## src/rtl/booth_pkg.sv

```systemverilog
// Shared types for the sequential radix-4 Booth multiplier: FSM states,
// Booth digit encoding, the 3-bit digit decoder and the default width.
package booth_pkg;

  localparam int BOOTH_DEFAULT_WIDTH = 16;

  typedef enum logic [1:0] {
    IDLE = 2'd0,
    RUN  = 2'd1,
    DONE = 2'd2
  } state_t;

  typedef enum logic [2:0] {
    BD_ZERO = 3'd0,
    BD_POS1 = 3'd1,
    BD_POS2 = 3'd2,
    BD_NEG1 = 3'd3,
    BD_NEG2 = 3'd4
  } booth_digit_t;

  // Maps the overlapping bit triple (b[2i+1], b[2i], b[2i-1]) to a digit in {-2..+2}.
  function automatic booth_digit_t booth_decode(input logic [2:0] bits);
    booth_digit_t digit;
    case (bits)
      3'b000:  digit = BD_ZERO;
      3'b001:  digit = BD_POS1;
      3'b010:  digit = BD_POS1;
      3'b011:  digit = BD_POS2;
      3'b100:  digit = BD_NEG2;
      3'b101:  digit = BD_NEG1;
      3'b110:  digit = BD_NEG1;
      3'b111:  digit = BD_ZERO;
      default: digit = BD_ZERO;
    endcase
    return digit;
  endfunction

endpackage

```

## src/rtl/booth_pp_gen.sv

```systemverilog
// Combinational Booth partial-product generator: one Booth digit applied to the
// sign-extended multiplicand and weighted by 4^shift, modulo 2^(2*WIDTH).
module booth_pp_gen
  import booth_pkg::*;
#(
  parameter int WIDTH = BOOTH_DEFAULT_WIDTH,
  parameter int IDX_W = 4
) (
  input  logic [2:0]         bits,
  input  logic [2*WIDTH-1:0] a_ext,
  input  logic [IDX_W-1:0]   shift,
  output logic [2*WIDTH-1:0] pp
);

  localparam logic [2*WIDTH-1:0] PW_ONE  = {{(2*WIDTH-1){1'b0}}, 1'b1};
  localparam logic [2*WIDTH-1:0] PW_ZERO = {(2*WIDTH){1'b0}};

  booth_digit_t       digit_s;
  logic [2*WIDTH-1:0] mult_s;
  logic [IDX_W:0]     shamt_s;

  // Select the digit multiple on the full extended width, negating as ~x+1, then weight it.
  always_comb begin
    digit_s = booth_decode(bits);
    case (digit_s)
      BD_ZERO: mult_s = PW_ZERO;
      BD_POS1: mult_s = a_ext;
      BD_POS2: mult_s = a_ext << 1;
      BD_NEG1: mult_s = ~a_ext + PW_ONE;
      BD_NEG2: mult_s = ~(a_ext << 1) + PW_ONE;
      default: mult_s = PW_ZERO;
    endcase
    shamt_s = {shift, 1'b0};
    pp      = mult_s << shamt_s;
  end

endmodule

```

## src/rtl/booth_mul_seq.sv

```systemverilog
// Iterative signed radix-4 Booth multiplier, one digit retired per clock, with
// valid/ready operand and result handshakes.
// Optional build macro BOOTH_MUL_SEQ_EARLY_EXIT_EN: finish as soon as the remaining
// multiplier bits are all-zero or all-one (variable latency, identical product).
module booth_mul_seq
  import booth_pkg::*;
#(
  parameter int WIDTH = BOOTH_DEFAULT_WIDTH
) (
  input  logic               clk,
  input  logic               rst_n,
  input  logic               in_valid,
  output logic               in_ready,
  input  logic [WIDTH-1:0]   a,
  input  logic [WIDTH-1:0]   b,
  output logic               out_valid,
  input  logic               out_ready,
  output logic [2*WIDTH-1:0] product,
  output logic               busy
);

  // Counter must reach WIDTH/2 in the fixed-latency build (one drain cycle after the last digit).
  localparam int IDX_W = $clog2(WIDTH / 2 + 1);
  localparam logic [IDX_W-1:0] IDX_ONE  = {{(IDX_W-1){1'b0}}, 1'b1};
  localparam logic [IDX_W-1:0] IDX_ZERO = {IDX_W{1'b0}};
`ifdef BOOTH_MUL_SEQ_EARLY_EXIT_EN
  localparam logic [IDX_W-1:0] LAST_IDX = IDX_W'(WIDTH / 2 - 1);
`else
  localparam logic [IDX_W-1:0] DONE_IDX = IDX_W'(WIDTH / 2);
`endif
  localparam logic [2*WIDTH-1:0] PW_ZERO = {(2*WIDTH){1'b0}};

  state_t             state_q, state_d;
  logic [2*WIDTH-1:0] acc_q, acc_d;
  logic [2*WIDTH-1:0] a_ext_q, a_ext_d;
  // Multiplier with appended zero LSB; shifted right 2 per digit so bits [2:0] are the current triple.
  logic [WIDTH:0]     b_sh_q, b_sh_d;
  logic [IDX_W-1:0]   idx_q, idx_d;
  logic [2*WIDTH-1:0] product_q, product_d;
  logic               in_ready_q, in_ready_d;
  logic               out_valid_q, out_valid_d;
  logic               busy_q, busy_d;
  logic [2*WIDTH-1:0] pp_s;
  logic [2*WIDTH-1:0] acc_sum_s;

  booth_pp_gen #(
    .WIDTH (WIDTH),
    .IDX_W (IDX_W)
  ) u_pp_gen (
    .bits  (b_sh_q[2:0]),
    .a_ext (a_ext_q),
    .shift (idx_q),
    .pp    (pp_s)
  );

  assign acc_sum_s = acc_q + pp_s;

`ifdef BOOTH_MUL_SEQ_EARLY_EXIT_EN
  logic rest_uniform_s;
  // Remaining multiplier bits b[WIDTH-1:2i+1] all equal means every later digit is zero.
  always_comb begin
    if ((b_sh_q[WIDTH:2] == {(WIDTH-1){1'b0}}) || (b_sh_q[WIDTH:2] == {(WIDTH-1){1'b1}})) begin
      rest_uniform_s = 1'b1;
    end else begin
      rest_uniform_s = 1'b0;
    end
  end
`endif

  // Next-state, datapath and registered-output computation for the sequencer.
  always_comb begin
    state_d   = state_q;
    acc_d     = acc_q;
    a_ext_d   = a_ext_q;
    b_sh_d    = b_sh_q;
    idx_d     = idx_q;
    product_d = product_q;
    case (state_q)
      IDLE: begin
        if (in_valid && in_ready_q) begin
          state_d = RUN;
          a_ext_d = {{WIDTH{a[WIDTH-1]}}, a};
          b_sh_d  = {b, 1'b0};
          acc_d   = PW_ZERO;
          idx_d   = IDX_ZERO;
        end else begin
          state_d = IDLE;
        end
      end
      RUN: begin
`ifdef BOOTH_MUL_SEQ_EARLY_EXIT_EN
        acc_d  = acc_sum_s;
        b_sh_d = {{2{b_sh_q[WIDTH]}}, b_sh_q[WIDTH:2]};
        idx_d  = idx_q + IDX_ONE;
        if ((idx_q == LAST_IDX) || rest_uniform_s) begin
          state_d   = DONE;
          product_d = acc_sum_s;
        end else begin
          state_d = RUN;
        end
`else
        if (idx_q == DONE_IDX) begin
          state_d   = DONE;
          product_d = acc_q;
        end else begin
          acc_d  = acc_sum_s;
          b_sh_d = {{2{b_sh_q[WIDTH]}}, b_sh_q[WIDTH:2]};
          idx_d  = idx_q + IDX_ONE;
        end
`endif
      end
      DONE: begin
        if (out_ready) begin
          state_d = IDLE;
        end else begin
          state_d = DONE;
        end
      end
      default: begin
        state_d = IDLE;
      end
    endcase
    in_ready_d  = (state_d == IDLE);
    out_valid_d = (state_d == DONE);
    busy_d      = (state_d == RUN);
  end

  // Sequencer state, datapath and handshake outputs; reset discards any operation in flight.
  always_ff @(posedge clk or negedge rst_n) begin
    if (!rst_n) begin
      state_q     <= IDLE;
      acc_q       <= PW_ZERO;
      a_ext_q     <= PW_ZERO;
      b_sh_q      <= {(WIDTH+1){1'b0}};
      idx_q       <= IDX_ZERO;
      product_q   <= PW_ZERO;
      in_ready_q  <= 1'b1;
      out_valid_q <= 1'b0;
      busy_q      <= 1'b0;
    end else begin
      state_q     <= state_d;
      acc_q       <= acc_d;
      a_ext_q     <= a_ext_d;
      b_sh_q      <= b_sh_d;
      idx_q       <= idx_d;
      product_q   <= product_d;
      in_ready_q  <= in_ready_d;
      out_valid_q <= out_valid_d;
      busy_q      <= busy_d;
    end
  end

  assign in_ready  = in_ready_q;
  assign out_valid = out_valid_q;
  assign busy      = busy_q;
  assign product   = product_q;

endmodule

```

## config.mk

```make
export PLATFORM = sky130hd
export DESIGN_NAME = booth_mul_seq
export DESIGN_NICKNAME = d
export VERILOG_FILES = /design/src/rtl/booth_pkg.sv /design/src/rtl/booth_pp_gen.sv /design/src/rtl/booth_mul_seq.sv
export SDC_FILE = /design/constraint.sdc
export NUM_CORES = 1
export LEC_CHECK = 0
export BUFFER_PORTS_ARGS = -buffer_cell sky130_fd_sc_hd__buf_2
export CAP_MARGIN = 10
export CORE_ASPECT_RATIO = 0.6
export CORE_MARGIN = 8
export CORE_UTILIZATION = 25
export DETAILED_ROUTE_END_ITERATION = 12
export SLEW_MARGIN = 30
export SYNTH_ARGS = -nofsm -noshare
export SYNTH_HDL_FRONTEND = slang
export SYNTH_SLANG_ARGS = --single-unit
```

## constraint.sdc

```tcl
create_clock -name clk -period 5.18 [get_ports clk]
set_input_delay 0.777 -clock clk [delete_from_list [all_inputs] [get_ports clk]]
set_output_delay 0.777 -clock clk [all_outputs]
set_load 0.005 [all_outputs]
```

==> results.txt, run 1 <==
area leader, netlist -> dfrtp_1
Nets -> 1075
drt initial violations -> 732
gr usage total -> 0.131
Root Buffer -> clkbuf_16
clock skew -> 11.9 ps
Worst Path Arrival -> 5190 ps
DIE AREA -> 0.0363 mm^2
post-synth top area share -> 0.347
Buffers & Inverters on Critical Path -> 1
Worst EP required -> 5450 ps
Synth Cell Area -> 0.00758 mm^2
Async SR Flop Fraction -> 1.00
CTS tree -> done
Rel. slew slack -> 0.514
synth unique cells -> 73
Seq/Total Area, Yosys -> 0.350
CP delay by family, top -> compound AO/OA/AOI/OAI gates
Die Ht -> 151 um
share of cells above drive strength 1 -> 0.235
critical-path cell list -> or4_1 > nor4_4 > inv_1 > ha_1 > o22ai_1 > a21oi_1 > mux2_1 > mux4_2 > nor2_1 > ha_1 > and3_1 > a31oi_1 > nor3_2 > a31o_2 > a31o_2 > a211o_1 > a31oi_1 > mux2i_1
synthesis-to-layout area growth -> 20.9%
cts bufs inserted -> 9
status -> completed
crit path max fanout -> 4
row count -> 49
first-pass iteration count of the detailed router -> 5
Routed Antenna Nets -> 0
Placed Instances -> 1393
worst hold-check path type -> in -> async
Max Clk Rate -> 203 MHz
H-tree depth -> 3
Final Setup Violations -> 0
top cells by count, synth -> nand2_1 (137), dfrtp_1 (105), o21ai_0 (81), nor2_1 (73), a21oi_1 (50)
Cell Count, Final, Fillers Out -> 1410
Setup Crit Path Kind -> reg -> reg
DRT Wirelength -> 23300 um
synthesized instance count -> 910
ys flop type -> dfrtp_1
syn avg cell area -> 8.33 um^2
Post-CTS Hold Buffers -> 0
slowest stage delay, CP -> 620 ps
drc violations -> 0
Avg WL per Cell -> 16.5 um
crit end category -> flip-flop
input/output buffers -> 70
vias in the first global route -> 6618
Clock Path Buffers -> 2
fin. max-slew vios -> 0
GPL Wtd Cong -> 0.933
clock sink total -> 106
postcts setup bufs -> 0
initial antenna violation count -> 0
total grt overflow -> 0
# Max-Cap Violations -> 0
I/O Pins -> 71
total number of yosys warnings -> 0
Worst-path clk slew -> 70 ps
final hold viol count -> 0
largest net degree at the start of global routing -> 56
number of synthesized register bits -> 106
antenna cells -> 0
synth top area cells -> dfrtp_1 (35%), nand2_1 (6.8%), ha_1 (6.8%)
count leader, synth -> nand2_1
worst-skew pair later-pin latency -> 390 ps
Core Area -> 0.0299 mm^2
Fin Hold WS -> 423 ps
first-pass GRT wire length -> 37500 um
initial core utilization -> 0.254
detail-routed via count per cell -> 5.02
slew at the pin closest to its max-slew limit -> 728 ps
slowest CP cell -> or4_1
Fillers -> 3224
Final Cycle Share -> 0.950
Startpoint Class -> flip-flop
post-synth net total -> 988
vias -> 7077
RSZ-0062 raised after global routing -> yes
Tmin final -> 4920 ps
Post-synth EDFFs -> 0
Die Width -> 241 um
dpl hpwl -> 18200 um
==> final timing paths <==
check / start / end / slack, ps / depth (start not counted)
worst max-delay path: a_ext_q[7]$_DFFE_PN0P_ / acc_q[31]$_DFFE_PN0P_ / 260 / 18
worst min-delay path: rst_n / product[2]$_DFFE_PN0P_ / 420 / 1
worst max register to register: a_ext_q[7]$_DFFE_PN0P_ / acc_q[31]$_DFFE_PN0P_ / 260 / 18
worst min register to register: acc_q[31]$_DFFE_PN0P_ / acc_q[31]$_DFFE_PN0P_ / 500 / 1
max in group asynchronous: rst_n / acc_q[28]$_DFFE_PN0P_ / 3580 / 2
min in group clk: acc_q[31]$_DFFE_PN0P_ / acc_q[31]$_DFFE_PN0P_ / 500 / 1
==> kinds of logic (layout without fill, tap and decap cells) <==
family                     Yosys count  in the layout  share of synthesized area
muxes                               56             56                     0.0829
adders and majority gates           42             42                     0.0704
DFF                                106            106                      0.350
AOI/OAI and AO/OA                  257            257                      0.216
buffers and inverters               85            177                     0.0439
and+or+nand+nor                    331            331                      0.199
xor gates and xnor gates            33             33                     0.0381
==> registers in the layout (all words and copies together) (netlist names) <==
signal,flops
acc_q,32
product,32
b_sh_q,17
a_ext_q,16
idx_q,4
state_q,2
busy,1
in_ready,1
out_valid,1
==> cell usage in the layout (no fill, tap or decap), types with 3 or more instances in the layout <==
cell type	count
nor3_2	4
o21a_1	4
a221oi_1	5
mux2_2	43
inv_1	20
nor2_1	71
or3_1	6
a21o_1	17
a21oi_1	49
xor2_1	22
and2_1	6
xnor2_1	11
or4_1	3
nand4_1	9
nand2b_1	8
or2_2	3
nor3_1	17
o21ai_1	8
nor4_1	5
nor2b_1	6
a22oi_1	10
o22ai_1	7
o211ai_1	5
nand3_1	40
nand2_1	137
o21ai_0	72
a211oi_1	6
buf_2	69
buf_4	68
a21boi_0	4
o31ai_1	4
dfrtp_1	105
mux2i_1	10
a31o_2	4
o21bai_1	3
clkbuf_16	9
ha_1	38
a31oi_1	22
==> metal layers <==
layer,vias to the layer above,part of all wire,track usage
met2,227,0.37,0.165
met5,-,0,0
met3,18,0.090,0.0431
li1,3469,-,-
met1,3363,0.53,0.205
met4,0,0.0098,0.0319
==> final cells by class <==
| cell class | count | area [um^2] | area share |
|---|---|---|---|
| Clock buffer | 9 | 225 | 0.0246 |
| Sequential cell | 106 | 2650 | 0.290 |
| Inverter | 23 | 86.3 | 0.00942 |
| Multi-Input combinational cell | 719 | 4700 | 0.513 |
| Tap cell | 408 | 510 | 0.0557 |
| Timing Repair Buffer | 138 | 883 | 0.0964 |
| Clock inverter | 7 | 100 | 0.0109 |
==> timing repair <==
item	CTS	global route
gates resized for setup	1	29
setup endpoints to repair	3	12
pin swaps	0	2
==> metrics by stage <==
stage	setup TNS, ps	utilization	area [um^2]	worst slack [ps]
6_report	0	0.307	9160	261
5_1_grt	-16.9	0.307	9160	-9.08
4_1_cts	0	0.303	9030	16.2
3_5_place_dp	-185	0.291	8700	-89.3
3_3_place_gp	0	0.291	8700	85.6
2_1_floorplan	0	-	7580	377
Power of run 1 is left out: the tool's default activity adds up to more than one toggle a clock period on the data nets, which glitch-free logic cannot reach.
==> inputs of run 2 (changes only) <==
clock period = 4.6 ns   (was 5.18 ns; I/O delays follow)
==> run 2 against run 1 <==
- the flow now finishes with violations (setup timing)
- sequential share of layout area decreased by 3.9 points
- routed wire length increased by 10%
- global-route usage increased by 0.89 points
- clock skew decreased by 2.8 ps
- core utilization increased by 4.8 points
- cell count increased by 8.2%
==> results.txt, run 2 (synthesis results as in run 1) <==
Worst Path Arrival -> 4960 ps
Worst EP required -> 4870 ps
Startpoint Class -> flip-flop
gr usage total -> 0.140
fin area -> 0.0106 mm^2
largest net degree at the start of global routing -> 55
setup ws final -> -94.6 ps
most common cell after layout, fill and taps aside -> buf_4
Root Buffer -> clkbuf_16
Max Clk Rate -> 213 MHz
Final Cycle Share -> 1.02
vias in the first global route -> 7271
r2r setup slk -> -90 ps
slew at the pin closest to its max-slew limit -> 750 ps
Die Ht -> 151 um
total grt overflow -> 0
final hold viol count -> 0
Rel. slew slack -> 0.500
H-tree depth -> 3
clock sink total -> 106
vias -> 7656
Setup Crit Path Kind -> reg -> reg
Die Width -> 241 um
detail-routed via count per cell -> 5.02
slowest stage delay, CP -> 510 ps
worst hold-check path type -> in -> async
GPL Wtd Cong -> 0.976
slowest CP cell -> or4b_4
initial core utilization -> 0.254
placed cell area -> 0.00950 mm^2
first-pass iteration count of the detailed router -> 6
setup_tns -> -119 ps
CP startpoint -> a_ext_q[0]$_DFFE_PN0P_
synthesis-to-layout area growth -> 39.7%
critical-path cell list -> inv_2 > ha_4 > or4b_4 > buf_6 > nor3_4 > xor2_2 > buf_4 > o2111ai_4 > o31ai_4 > buf_4 > mux4_2 > nor2_4 > ha_4 > nand2_4 > o21ai_4 > nor3_2 > o21ai_2 > a31o_4 > a31o_4 > a211o_1 > a31oi_1 > mux2i_1
worst r2r src -> a_ext_q[0]$_DFFE_PN0P_
status -> finished with violations
Clock Path Buffers -> 2
Tmin final -> 4690 ps
initial antenna violation count -> 0
dpl hpwl -> 19400 um
worst r2r dst -> acc_q[31]$_DFFE_PN0P_
DRT Wirelength -> 25600 um
Routed Antenna Nets -> 0
input/output buffers -> 70
row count -> 49
Core Area -> 0.0299 mm^2
failing checks -> setup timing
Avg WL per Cell -> 16.8 um
clock skew -> 9.14 ps
drc violations -> 0
DIE AREA -> 0.0363 mm^2
R2R depth -> 22
crit path max fanout -> 3
RSZ-0062 raised after global routing -> yes
Worst-path clk slew -> 80 ps
most frequent cells in the layout -> buf_4 (181), nand2_1 (135), dfrtp_1 (103)
fin. max-slew vios -> 0
cts bufs inserted -> 9
Post-CTS Hold Buffers -> 0
CTS tree -> done
# Max-Cap Violations -> 0
Final Setup Violations -> 2
first-pass GRT wire length -> 40200 um
share of cells above drive strength 1 -> 0.380
drt initial violations -> 664
worst-skew pair later-pin latency -> 380 ps
antenna cells -> 0
Nets -> 1191
crit end category -> flip-flop
Final Core Density -> 0.355
I/O Pins -> 71
-- run 2: changes by cell type in the layout (fill, tap and decap cells not counted), moves of 8 or more --
cell / before / now
a21oi_1: 49 / 30
a21oi_2: 1 / 17
buf_4: 68 / 181
o21ai_0: 72 / 49
o21ai_1: 8 / 22
o21ai_2: 1 / 9
-- run 2: cell type report --
type | instances | area, um^2
inverters | 23 | 86.3
flip-flops and latches | 106 | 2660
multi-input cells | 719 | 5270
fillers | 3077 | 19300
clock buffers | 9 | 225
clock inverters | 7 | 71.3
repair buffers | 254 | 1770
well taps | 408 | 510
-- run 2: worst max-delay path: cells and delay by family (launching register included) --
family	cells	cell delay, ps
compound gates	8	1440
flops	1	390
fa+ha+maj	2	370
buf+inv	4	550
simple gates	5	1120
mux	2	600
xor+xnor	1	110
-- run 2: metrics by stage --
step / cells / hold slack (ps) / setup WS (ps)
floorplan: 910 / 394 / 22.3
global placement: 1492 / 465 / -317
detailed placement: 1493 / 466 / -324
CTS: 1516 / 378 / 0.477
global route: 1526 / 416 / -258
finish: 1526 / 357 / -94.6
-- run 2: worst max path at each step --
stage | endpoint | slack [ps] | depth (start not counted)
after floorplan | acc_q[31]$_DFFE_PN0P_ | 20 | 21
after detailed placement | acc_q[31]$_DFFE_PN0P_ | -320 | 20
after CTS | acc_q[31]$_DFFE_PN0P_ | 0.5 | 22
after global placement | acc_q[27]$_DFFE_PN0P_ | -320 | 20
after global routing | acc_q[31]$_DFFE_PN0P_ | -260 | 22
final | acc_q[31]$_DFFE_PN0P_ | -90 | 22
-- run 2: layer usage --
layer  vias up  GRT usage  routed length (um)
li1       3700          -                   -
met1      3672      0.214               13400
met2       256      0.186                9910
met3        28     0.0452                2090
met4         0     0.0276                 282
met5         -          0                   0
-- run 2: what timing repair did --
action	4_1_cts	5_1_grt
gates resized for setup	57	100
endpoints found under the setup margin	13	16
buffers inserted	8	10
pin swaps	33	53
Power of run 2 is left out for the same reason.
